<file path="config.mk">
export PLATFORM = sky130hd
export DESIGN_NAME = rr_encoder_arbiter
export DESIGN_NICKNAME = d
export VERILOG_FILES = /design/src/rtl/arb_pkg.sv /design/src/rtl/prio_enc8.sv /design/src/rtl/rr_encoder_arbiter.sv
export SDC_FILE = /design/constraint.sdc
export NUM_CORES = 1
export LEC_CHECK = 0
export BUFFER_PORTS_ARGS = -buffer_cell sky130_fd_sc_hd__buf_4
export CAP_MARGIN = 20
export CELL_PAD_IN_SITES_DETAIL_PLACEMENT = 0
export CELL_PAD_IN_SITES_GLOBAL_PLACEMENT = 1
export CORE_MARGIN = 8
export CORE_UTILIZATION = 44
export DETAILED_ROUTE_END_ITERATION = 8
export PLACE_DENSITY_LB_ADDON = 0.15
export SLEW_MARGIN = 20
export SYNTH_ARGS = -nofsm -noshare
export SYNTH_HDL_FRONTEND = slang
export SYNTH_SLANG_ARGS = --single-unit
export TNS_END_PERCENT = 50
</file>
<file path="constraint.sdc">
create_clock -name clk -period 4.1 [get_ports clk]
set_input_delay 0.82 -clock clk [delete_from_list [all_inputs] [get_ports clk]]
set_output_delay 0.82 -clock clk [all_outputs]
set_load 0.005 [all_outputs]
</file>
<file path="src/rtl/arb_pkg.sv">
// Shared constants, state encoding and helpers for the round-robin arbiter.
package arb_pkg;

  localparam int N_REQ       = 8;
  localparam int IDX_W       = 3;
  localparam int TO_W        = 8;
  localparam int TIMEOUT_DEF = 16;

  typedef enum logic {
    ST_IDLE  = 1'b0,
    ST_GRANT = 1'b1
  } arb_state_e;

  // Decode a requester index into its one-hot vector.
  function automatic logic [N_REQ-1:0] idx2onehot(input logic [IDX_W-1:0] idx);
    logic [N_REQ-1:0] oh;
    oh      = '0;
    oh[idx] = 1'b1;
    return oh;
  endfunction

endpackage

</file>
<file path="src/rtl/prio_enc8.sv">
// 8-to-3 priority encoder: lowest set bit wins; vld flags any bit set.
module prio_enc8
  import arb_pkg::*;
(
  input  logic [N_REQ-1:0] in,
  output logic [IDX_W-1:0] idx,
  output logic             vld
);

  // Scan downward so the lowest set bit is the last to write idx.
  always_comb begin
    idx = '0;
    for (int i = N_REQ - 1; i >= 0; i--) begin
      if (in[i]) idx = i[IDX_W-1:0];
    end
    vld = |in;
  end

endmodule

</file>
<file path="src/rtl/rr_encoder_arbiter.sv">
// 8-requester round-robin arbiter. A grant is held until done or watchdog expiry.
// Optional build macro ARB_LOCK_EN adds a lock input that lets an owner keep the
// grant across a done pulse while it still requests.
module rr_encoder_arbiter
  import arb_pkg::*;
#(
  parameter int TIMEOUT = TIMEOUT_DEF
) (
  input  logic             clk,
  input  logic             rst_n,
  input  logic [N_REQ-1:0] req,
  input  logic             done,
`ifdef ARB_LOCK_EN
  input  logic             lock,
`endif
  output logic             gnt_valid,
  output logic [IDX_W-1:0] gnt_idx,
  output logic [N_REQ-1:0] gnt_onehot,
  output logic             timeout
);

  localparam logic [TO_W-1:0] TO_LAST = TO_W'(TIMEOUT - 1);

  arb_state_e       state_q, state_d;
  logic [IDX_W-1:0] ptr_q,   ptr_d;
  logic [TO_W-1:0]  wdog_q,  wdog_d;
  logic [IDX_W-1:0] idx_q,   idx_d;
  logic [N_REQ-1:0] oh_q,    oh_d;
  logic             to_q,    to_d;

  logic [N_REQ-1:0] pri_mask;
  logic [N_REQ-1:0] req_masked;
  logic [IDX_W-1:0] m_idx, u_idx, win_idx;
  logic             m_vld, u_vld;
  logic             lock_hit;

  // Requesters at or above ptr get first pick; the unmasked search covers the wrap.
  assign pri_mask   = {N_REQ{1'b1}} << ptr_q;
  assign req_masked = req & pri_mask;

  prio_enc8 u_enc_masked (
    .in  (req_masked),
    .idx (m_idx),
    .vld (m_vld)
  );

  prio_enc8 u_enc_full (
    .in  (req),
    .idx (u_idx),
    .vld (u_vld)
  );

  assign win_idx = m_vld ? m_idx : u_idx;

`ifdef ARB_LOCK_EN
  assign lock_hit = lock & req[idx_q];
`else
  assign lock_hit = 1'b0;
`endif

  // Next-state logic: winner capture in IDLE, release/re-grant/watchdog in GRANT.
  always_comb begin
    state_d = state_q;
    ptr_d   = ptr_q;
    wdog_d  = wdog_q;
    idx_d   = idx_q;
    oh_d    = oh_q;
    to_d    = 1'b0;
    unique case (state_q)
      ST_IDLE: begin
        wdog_d = '0;
        if (u_vld) begin
          state_d = ST_GRANT;
          idx_d   = win_idx;
          oh_d    = idx2onehot(win_idx);
        end
      end
      ST_GRANT: begin
        wdog_d = wdog_q + TO_W'(1);
        if (done && lock_hit) begin
          // Same owner keeps the grant; ptr stays put, watchdog restarts.
          wdog_d = '0;
        end else if (done || (wdog_q == TO_LAST)) begin
          // done wins over a simultaneous watchdog expiry, so timeout stays low.
          to_d    = ~done;
          state_d = ST_IDLE;
          ptr_d   = idx_q + IDX_W'(1);
          wdog_d  = '0;
          idx_d   = '0;
          oh_d    = '0;
        end
      end
      default: state_d = ST_IDLE;
    endcase
  end

  // State and output registers; reset clears everything immediately.
  always_ff @(posedge clk or negedge rst_n) begin
    if (!rst_n) begin
      state_q <= ST_IDLE;
      ptr_q   <= '0;
      wdog_q  <= '0;
      idx_q   <= '0;
      oh_q    <= '0;
      to_q    <= 1'b0;
    end else begin
      state_q <= state_d;
      ptr_q   <= ptr_d;
      wdog_q  <= wdog_d;
      idx_q   <= idx_d;
      oh_q    <= oh_d;
      to_q    <= to_d;
    end
  end

  assign gnt_valid  = (state_q == ST_GRANT);
  assign gnt_idx    = idx_q;
  assign gnt_onehot = oh_q;
  assign timeout    = to_q;

endmodule

</file>
==> results of run 1 <==
-- flip-flops by register name (all words and copies together) (netlist names) --
signal,flops
gnt_onehot,8
wdog_q,8
gnt_idx,3
ptr_q,3
gnt_valid,1
timeout,1
-- area by class of cell --
class,instances,share of cell area (%)
clock buffers,3,1.47
clock inverters,1,1.96
inverters,4,0.982
multi-input cells,101,42.5
flip-flops and latches,24,39.3
well taps,31,2.54
repair buffers,23,11.3
-- cells by family (layout without fill, tap and decap cells) --
| group | after synthesis | after routing | share of synthesized area [%] |
|---|---|---|---|
| buffers and inverters | 5 | 31 | 1.77 |
| AOI/OAI and AO/OA | 34 | 34 | 20.6 |
| and+or+nand+nor | 56 | 56 | 22.0 |
| xor gates and xnor gates | 7 | 7 | 4.82 |
| adders and majority gates | 2 | 2 | 1.97 |
| DFF | 24 | 24 | 47.2 |
| muxes | 2 | 2 | 1.67 |
-- cell usage in the layout, fill, tap and decap left out, types with 2 or more instances in the layout --
master                     count
sky130_fd_sc_hd__nand3_1       6
sky130_fd_sc_hd__and2b_1       2
sky130_fd_sc_hd__inv_1         4
sky130_fd_sc_hd__a21oi_1       6
sky130_fd_sc_hd__dfrtp_1      24
sky130_fd_sc_hd__buf_4        23
sky130_fd_sc_hd__o22ai_1       3
sky130_fd_sc_hd__o21ai_1       3
sky130_fd_sc_hd__xor2_1        4
sky130_fd_sc_hd__clkbuf_4      3
sky130_fd_sc_hd__o21ai_0       2
sky130_fd_sc_hd__ha_1          2
sky130_fd_sc_hd__nand2b_1      5
sky130_fd_sc_hd__nor3_1        2
sky130_fd_sc_hd__nor2_1       16
sky130_fd_sc_hd__xnor2_1       3
sky130_fd_sc_hd__nor2b_1       3
sky130_fd_sc_hd__nand2_1      12
sky130_fd_sc_hd__and3_1        2
sky130_fd_sc_hd__nor4_1        3
sky130_fd_sc_hd__a21boi_0      2
sky130_fd_sc_hd__a21o_1        2
sky130_fd_sc_hd__a32o_1        2
sky130_fd_sc_hd__o21bai_1      3
-- path summary, 6_finish.rpt --
path / startpoint / end / slack (ns) / cells past startpoint
worst max-delay path: req[5] / gnt_onehot[7] / 2.00 / 7
worst min-delay path: rst_n / wdog_q[5] / 0.38 / 1
worst max register to register: ptr_q[2] / gnt_onehot[2] / 2.19 / 6
worst min register to register: wdog_q[0] / wdog_q[0] / 0.48 / 1
max in group asynchronous: rst_n / gnt_onehot[5] / 3.47 / 1
min in group clk: wdog_q[0] / wdog_q[0] / 0.48 / 1
-- routing by layer --
metal  routed length [um]  share of wire [%]
met2                 1140                 42
met3                  164                6.0
met4                   12               0.44
met5                    0                  0
met1                 1410                 52
-- worst max-delay path, stage by stage --
cell and delay (ns):
sky130_fd_sc_hd__buf_4 0.13, sky130_fd_sc_hd__nor4_1 0.38, sky130_fd_sc_hd__a21o_1 0.31, sky130_fd_sc_hd__inv_1 0.11, sky130_fd_sc_hd__nor2_2 0.36, sky130_fd_sc_hd__nand2_1 0.12
sky130_fd_sc_hd__o41ai_2 0.06
-- per-stage QoR --
stage | hold WS [ns] | power, mW | std cells | worst slack [ns]
after global routing | 0.390 | 1.05 | 187 | 1.87
final | 0.379 | 0.982 | 187 | 2.00
after floorplan | 0.425 | 0.650 | 130 | 2.02
after detailed placement | 0.461 | 0.823 | 183 | 1.67
after global placement | 0.441 | 0.811 | 183 | 1.74
after CTS | 0.382 | 0.992 | 187 | 1.99
-- power by group through the flow --
stage,registers [mW],clock network (mW),logic (mW)
3_5_place_dp,0.393,0,0.430
6_report,0.387,0.168,0.427
4_1_cts,0.388,0.170,0.434
2_1_floorplan,0.369,0,0.281
5_1_grt,0.399,0.177,0.474
3_3_place_gp,0.391,0,0.420
==> impl_metrics.py, run 1 <==
metrics = {
    "clock_network": {
        "cts_made_buffers": 3,
        "ctsLongestPathBuffers": 2,
        "htree_levels": 1,
        "tritoncts": "done",
        "clock_latency_on_the_worst_skew_pair_ns": 0.31,
        "cts_resized": 0,
        "cts.repair_timing.setup_buffer_count": 0,
        "root_buffer": "sky130_fd_sc_hd__clkbuf_4",
        "postCtsHoldBufs": 0,
        "cts_sinks": 24,
        "clk_pin_slew_worst_paths_ns": 0.13,
    },
    "place": {
        "place.port_buffers": 23,
        "post_dp_area_um2": 1480,
        "dp_hpwl_um": 2090,
        "globalplace.congestion": 0.895,
    },
    "layout": {
        "syn2layout_area_growth_pct": 20.2,
        "filler_cell_count": 265,
        "drive_above_1_share_pct": 23.7,
        "multi_input_area_um2": 649,
        "post-route-util_pct": 55.4,
        "nNetsFinal": 170,
        "post_route_cell_area_um2": 1530,
        "footprint_of_the_flip_flops_and_latches_um2": 601,
        "diodes": 0,
    },
    "synth": {
        "mappedNetlistNets": 143,
        "yosys_register_bits": 24,
        "synth_common_cells": "sky130_fd_sc_hd__dfrtp_1 (24), sky130_fd_sc_hd__nor2_1 (16), sky130_fd_sc_hd__nand2_1 (12), sky130_fd_sc_hd__a21oi_1 (6), sky130_fd_sc_hd__nand3_1 (6)",
        "synth.lib_cells_used.distinct": 41,
        "synth-edff-count": 0,
        "post_synth_instance_area_um2": 1270,
        "most_repeated_cell_in_the_gate_level_netlist_after_synthesis": "sky130_fd_sc_hd__dfrtp_1",
        "synth_ff_type": "sky130_fd_sc_hd__dfrtp_1",
        "synth_seq_area_share_pct": 47.2,
        "synth-warning-count": 0,
        "post-synth-top-area-cell": "sky130_fd_sc_hd__dfrtp_1",
        "syn_area_per_cell_um2": 9.79,
        "yosys.area.top_type_share_pct": 47.2,
        "synth.area.top_cells": "sky130_fd_sc_hd__dfrtp_1 (47%), sky130_fd_sc_hd__nor2_1 (4.7%), sky130_fd_sc_hd__nand2_1 (3.5%)",
        "synthCells": 130,
        "async_reset_ff_share_pct": 100,
    },
    "power": {
        "power-per-cell-area_nw_per_um2": 642,
        "pwr-share-comb_pct": 43.5,
        "total_leakage_power_nw": 0.724,
        "internal-power_mw": 0.615,
        "ir_drop_mv": 0.392,
        "power.clock.fraction_pct": 17.1,
        "switching_power_mw": 0.367,
        "part_of_the_total_power_dissipated_in_sequential_elements_pct": 39.4,
        "netSwitchingFraction_pct": 37.3,
    },
    "global_routing": {
        "grtUsageTotal_pct": 11.1,
        "globalRouteOverflowTotal": 0,
        "first_global_vias": 984,
        "maximum_number_of_pins_on_one_net_before_global_route_repair": 25,
        "antenna_violations_before_repair": 0,
        "grt_pass1_wl_um": 4620,
        "met3_global_route_usage_pct": 4.01,
        "grt_most_used_layer": "met2",
        "grt.met2_usage_pct": 15.7,
        "grtUsageMet1_pct": 15.4,
    },
    "sta": {
        "totalNegativeSetupSlack_ns": 0,
        "timing.final.crit_share_pct": 51.1,
        "maxSlewHeadroom_pct": 66.3,
        "final-setup-viol-count": 0,
        "setup_repair_after_global_routing_missed_its_margin": "no",
        "final_period_minus_worst_setup_slack_ns": 2.10,
        "worst_pin_slew_ns": 0.504,
        "final_hold_viol_count": 0,
        "final_max_slew_viol_count": 0,
        "maximum_clock_rate_mhz": 477,
        "timing.clock.skew_ns": 0.00874,
    },
    "detailed_routing": {
        "vias_per_cell": 5.41,
        "drc_errors": 0,
        "detailedRoute.firstPassIterationCount": 4,
        "detailroute.via_count": 1011,
        "routed_wirelength_um": 2740,
        "drtAntennaViolNets": 0,
        "detail_routed_net_length_per_standard_cell_um": 14.6,
        "dr.first_iter.drc_count": 91,
    },
    "die": {
        "design.die.area_um2": 4870,
        "std_cell_rows": 19,
        "core_area_um2": 2760,
        "io-pin-count": 24,
        "chip_height_um": 69.8,
        "chipWidth_um": 69.8,
        "initial_utilization_pct": 46.1,
    },
    "critical_path": {
        "critPathRequiredTime_ns": 4.31,
        "critical_path_at_ns": 2.30,
        "worst_setup_path_end_kind": "flip-flop",
        "worst-setup-path-type": "in2reg",
        "critical_path.startpoint_type": "input port",
        "crit_path_max_fanout": 10,
    },
    "flow_run": {
        "max_cap_viol_count": 0,
    },
    "worst_hold_path": {
        "class_of_the_tightest_hold_or_removal_check": "in2async",
    },
    "run_status": {
        "run_status": "finished clean",
    },
}
(Power assumes the default switching activity.)
==> inputs of run 2 (changes only) <==
--- a/config.mk
+++ b/config.mk
@@ -10,7 +10,7 @@
 export CELL_PAD_IN_SITES_DETAIL_PLACEMENT = 0
 export CELL_PAD_IN_SITES_GLOBAL_PLACEMENT = 1
 export CORE_MARGIN = 8
-export CORE_UTILIZATION = 44
+export CORE_UTILIZATION = 37
 export DETAILED_ROUTE_END_ITERATION = 8
 export PLACE_DENSITY_LB_ADDON = 0.15
 export SLEW_MARGIN = 20
==> constraint.sdc (replaced) <==
create_clock -name clk -period 1.8 [get_ports clk]
set_input_delay 0.36 -clock clk [delete_from_list [all_inputs] [get_ports clk]]
set_output_delay 0.36 -clock clk [all_outputs]
set_load 0.005 [all_outputs]
==> run 2 against run 1 <==
Net effect:
- register-to-register slack lost 2.2 ns
- sequential cell count is the same
- routed wire length grew 14%
- final area grew 15%
- worst hold slack lost 0.18 ns
- core utilization shrank 2.2 points
- critical path type is now reg2reg
- first-iteration DRC count shrank 48%
- critical path depth shrank 1
- worst setup slack lost 2.0 ns
==> impl_metrics.py, run 2 (synthesis results as in run 1) <==
metrics = {
    "run_status": {
        "run_status": "finished clean",
    },
    "clock_network": {
        "root_buffer": "sky130_fd_sc_hd__clkbuf_4",
        "htree_levels": 1,
        "tritoncts": "done",
        "cts_sinks": 24,
        "clk_pin_slew_worst_paths_ns": 0.13,
        "ctsLongestPathBuffers": 2,
        "clock_latency_on_the_worst_skew_pair_ns": 0.31,
        "cts_made_buffers": 3,
    },
    "die": {
        "chipWidth_um": 74.6,
        "initial_utilization_pct": 38.4,
        "design.die.area_um2": 5570,
        "core_area_um2": 3310,
        "std_cell_rows": 21,
        "io-pin-count": 24,
        "chip_height_um": 74.6,
    },
    "place": {
        "place.port_buffers": 23,
        "placement.setup.worst_slack_ns": -0.0839,
        "dp_hpwl_um": 2320,
        "globalplace.congestion": 0.860,
        "count_of_placed_standard_cells_including_taps": 216,
    },
    "power": {
        "ir_drop_mv": 0.537,
        "totalPowerFinal_mw": 2.46,
        "total_leakage_power_nw": 0.837,
        "power-per-cell-area_nw_per_um2": 1400,
    },
    "critical_path": {
        "critPathRequiredTime_ns": 2.06,
        "critical_path_at_ns": 2.04,
        "r2r_slack_ns": 0.02,
        "worst_setup_path_end_kind": "flip-flop",
        "r2r.worst_path.cells": 6,
        "crit_path_max_fanout": 7,
        "critical_path.startpoint_type": "flip-flop",
        "worst-setup-path-type": "reg2reg",
    },
    "detailed_routing": {
        "dr.first_iter.drc_count": 47,
        "detail_routed_net_length_per_standard_cell_um": 14.0,
        "routed_wirelength_um": 3130,
        "drtAntennaViolNets": 0,
        "vias_per_cell": 5.10,
        "drc_errors": 0,
        "detailedRoute.firstPassIterationCount": 4,
        "detailroute.via_count": 1137,
    },
    "flow_run": {
        "max_cap_viol_count": 0,
    },
    "global_routing": {
        "globalRouteOverflowTotal": 0,
        "first_global_vias": 1136,
        "grt_pass1_wl_um": 5020,
        "maximum_number_of_pins_on_one_net_before_global_route_repair": 25,
        "grtUsageTotal_pct": 11.4,
        "antenna_violations_before_repair": 0,
    },
    "sta": {
        "maxSlewHeadroom_pct": 71.8,
        "setup_repair_after_global_routing_missed_its_margin": "yes",
        "final_period_minus_worst_setup_slack_ns": 1.78,
        "timing.clock.skew_ns": 0.00233,
        "hold_ws_ns": 0.196,
        "postLayoutSetupSlackWorst_ns": 0.0212,
        "maximum_clock_rate_mhz": 562,
        "final_max_slew_viol_count": 0,
        "final-setup-viol-count": 0,
        "timing.final.crit_share_pct": 98.8,
        "worst_pin_slew_ns": 0.419,
        "final_hold_viol_count": 0,
    },
    "layout": {
        "nNetsFinal": 191,
        "diodes": 0,
        "leading_cell_type_in_the_layout_fill_and_taps_excluded": "sky130_fd_sc_hd__buf_4",
        "finalNonFillerCells": 223,
        "drive_above_1_share_pct": 36.7,
        "syn2layout_area_growth_pct": 38.4,
        "filler_cell_count": 322,
        "post-route-util_pct": 53.2,
        "layout_common_cells": "sky130_fd_sc_hd__buf_4 (41), sky130_fd_sc_hd__dfrtp_1 (21), sky130_fd_sc_hd__nor2_1 (16)",
    },
    "worst_hold_path": {
        "class_of_the_tightest_hold_or_removal_check": "in2reg",
        "hold-path-cell-count": 2,
    },
}
run 2: per-layer routing:
metal / GRT usage [%] / share of wire [%]
met5: 0 / 0
met4: 3.91 / 0.58
met3: 2.80 / 4.7
met2: 20.8 / 55
met1: 12.4 / 40
run 2: stage by stage:
step,cell area [um^2],TNS [ns]
floorplan,1270,0
global placement,1630,-0.218
finish,1760,0
CTS,1680,0
detailed placement,1630,-0.218
global route,1760,-0.194
run 2: repair_timing:
action / 4_1_cts / 5_1_grt
buffers inserted: 0 / 2
resized for setup: 0 / 17
hold buffers: 1 / 0
setup endpoints to repair: 0 / 11
endpoints found under the hold margin: 24 / 0
run 2: area by class of cell:
cell class / count / area [um^2] / area share, %
Clock buffer: 4 / 36.3 / 2.06
Multi-Input combinational cell: 101 / 708 / 40.2
Timing Repair Buffer: 44 / 340 / 19.3
Inverter: 4 / 15.0 / 0.852
Sequential cell: 24 / 604 / 34.3
Tap cell: 46 / 57.6 / 3.27
run 2: critical path, cell delays in order, from the launching register on:
cell and delay [ns]:
sky130_fd_sc_hd__dfrtp_2 0.45, sky130_fd_sc_hd__nand3b_1 0.14, sky130_fd_sc_hd__a221o_1 0.43, sky130_fd_sc_hd__o211ai_2 0.25
sky130_fd_sc_hd__and2_4 0.20, sky130_fd_sc_hd__nor2b_2 0.12, sky130_fd_sc_hd__a22o_2 0.13
run 2: worst paths after layout:
| check | from | end |
|---|---|---|
| min | done | timeout |
| max in group asynchronous | rst_n | ptr_q[2] |
| min reg2reg | wdog_q[0] | wdog_q[0] |
| min in group asynchronous | rst_n | wdog_q[0] |
| max reg2reg | ptr_q[2] | gnt_onehot[2] |
| max | ptr_q[2] | gnt_onehot[2] |
run 2: where the power goes:
| group | switching [mW] | internal [mW] |
|---|---|---|
| Clock | 0.154 | 0.123 |
| Sequential | 0.164 | 0.713 |
| Combinational | 0.612 | 0.697 |
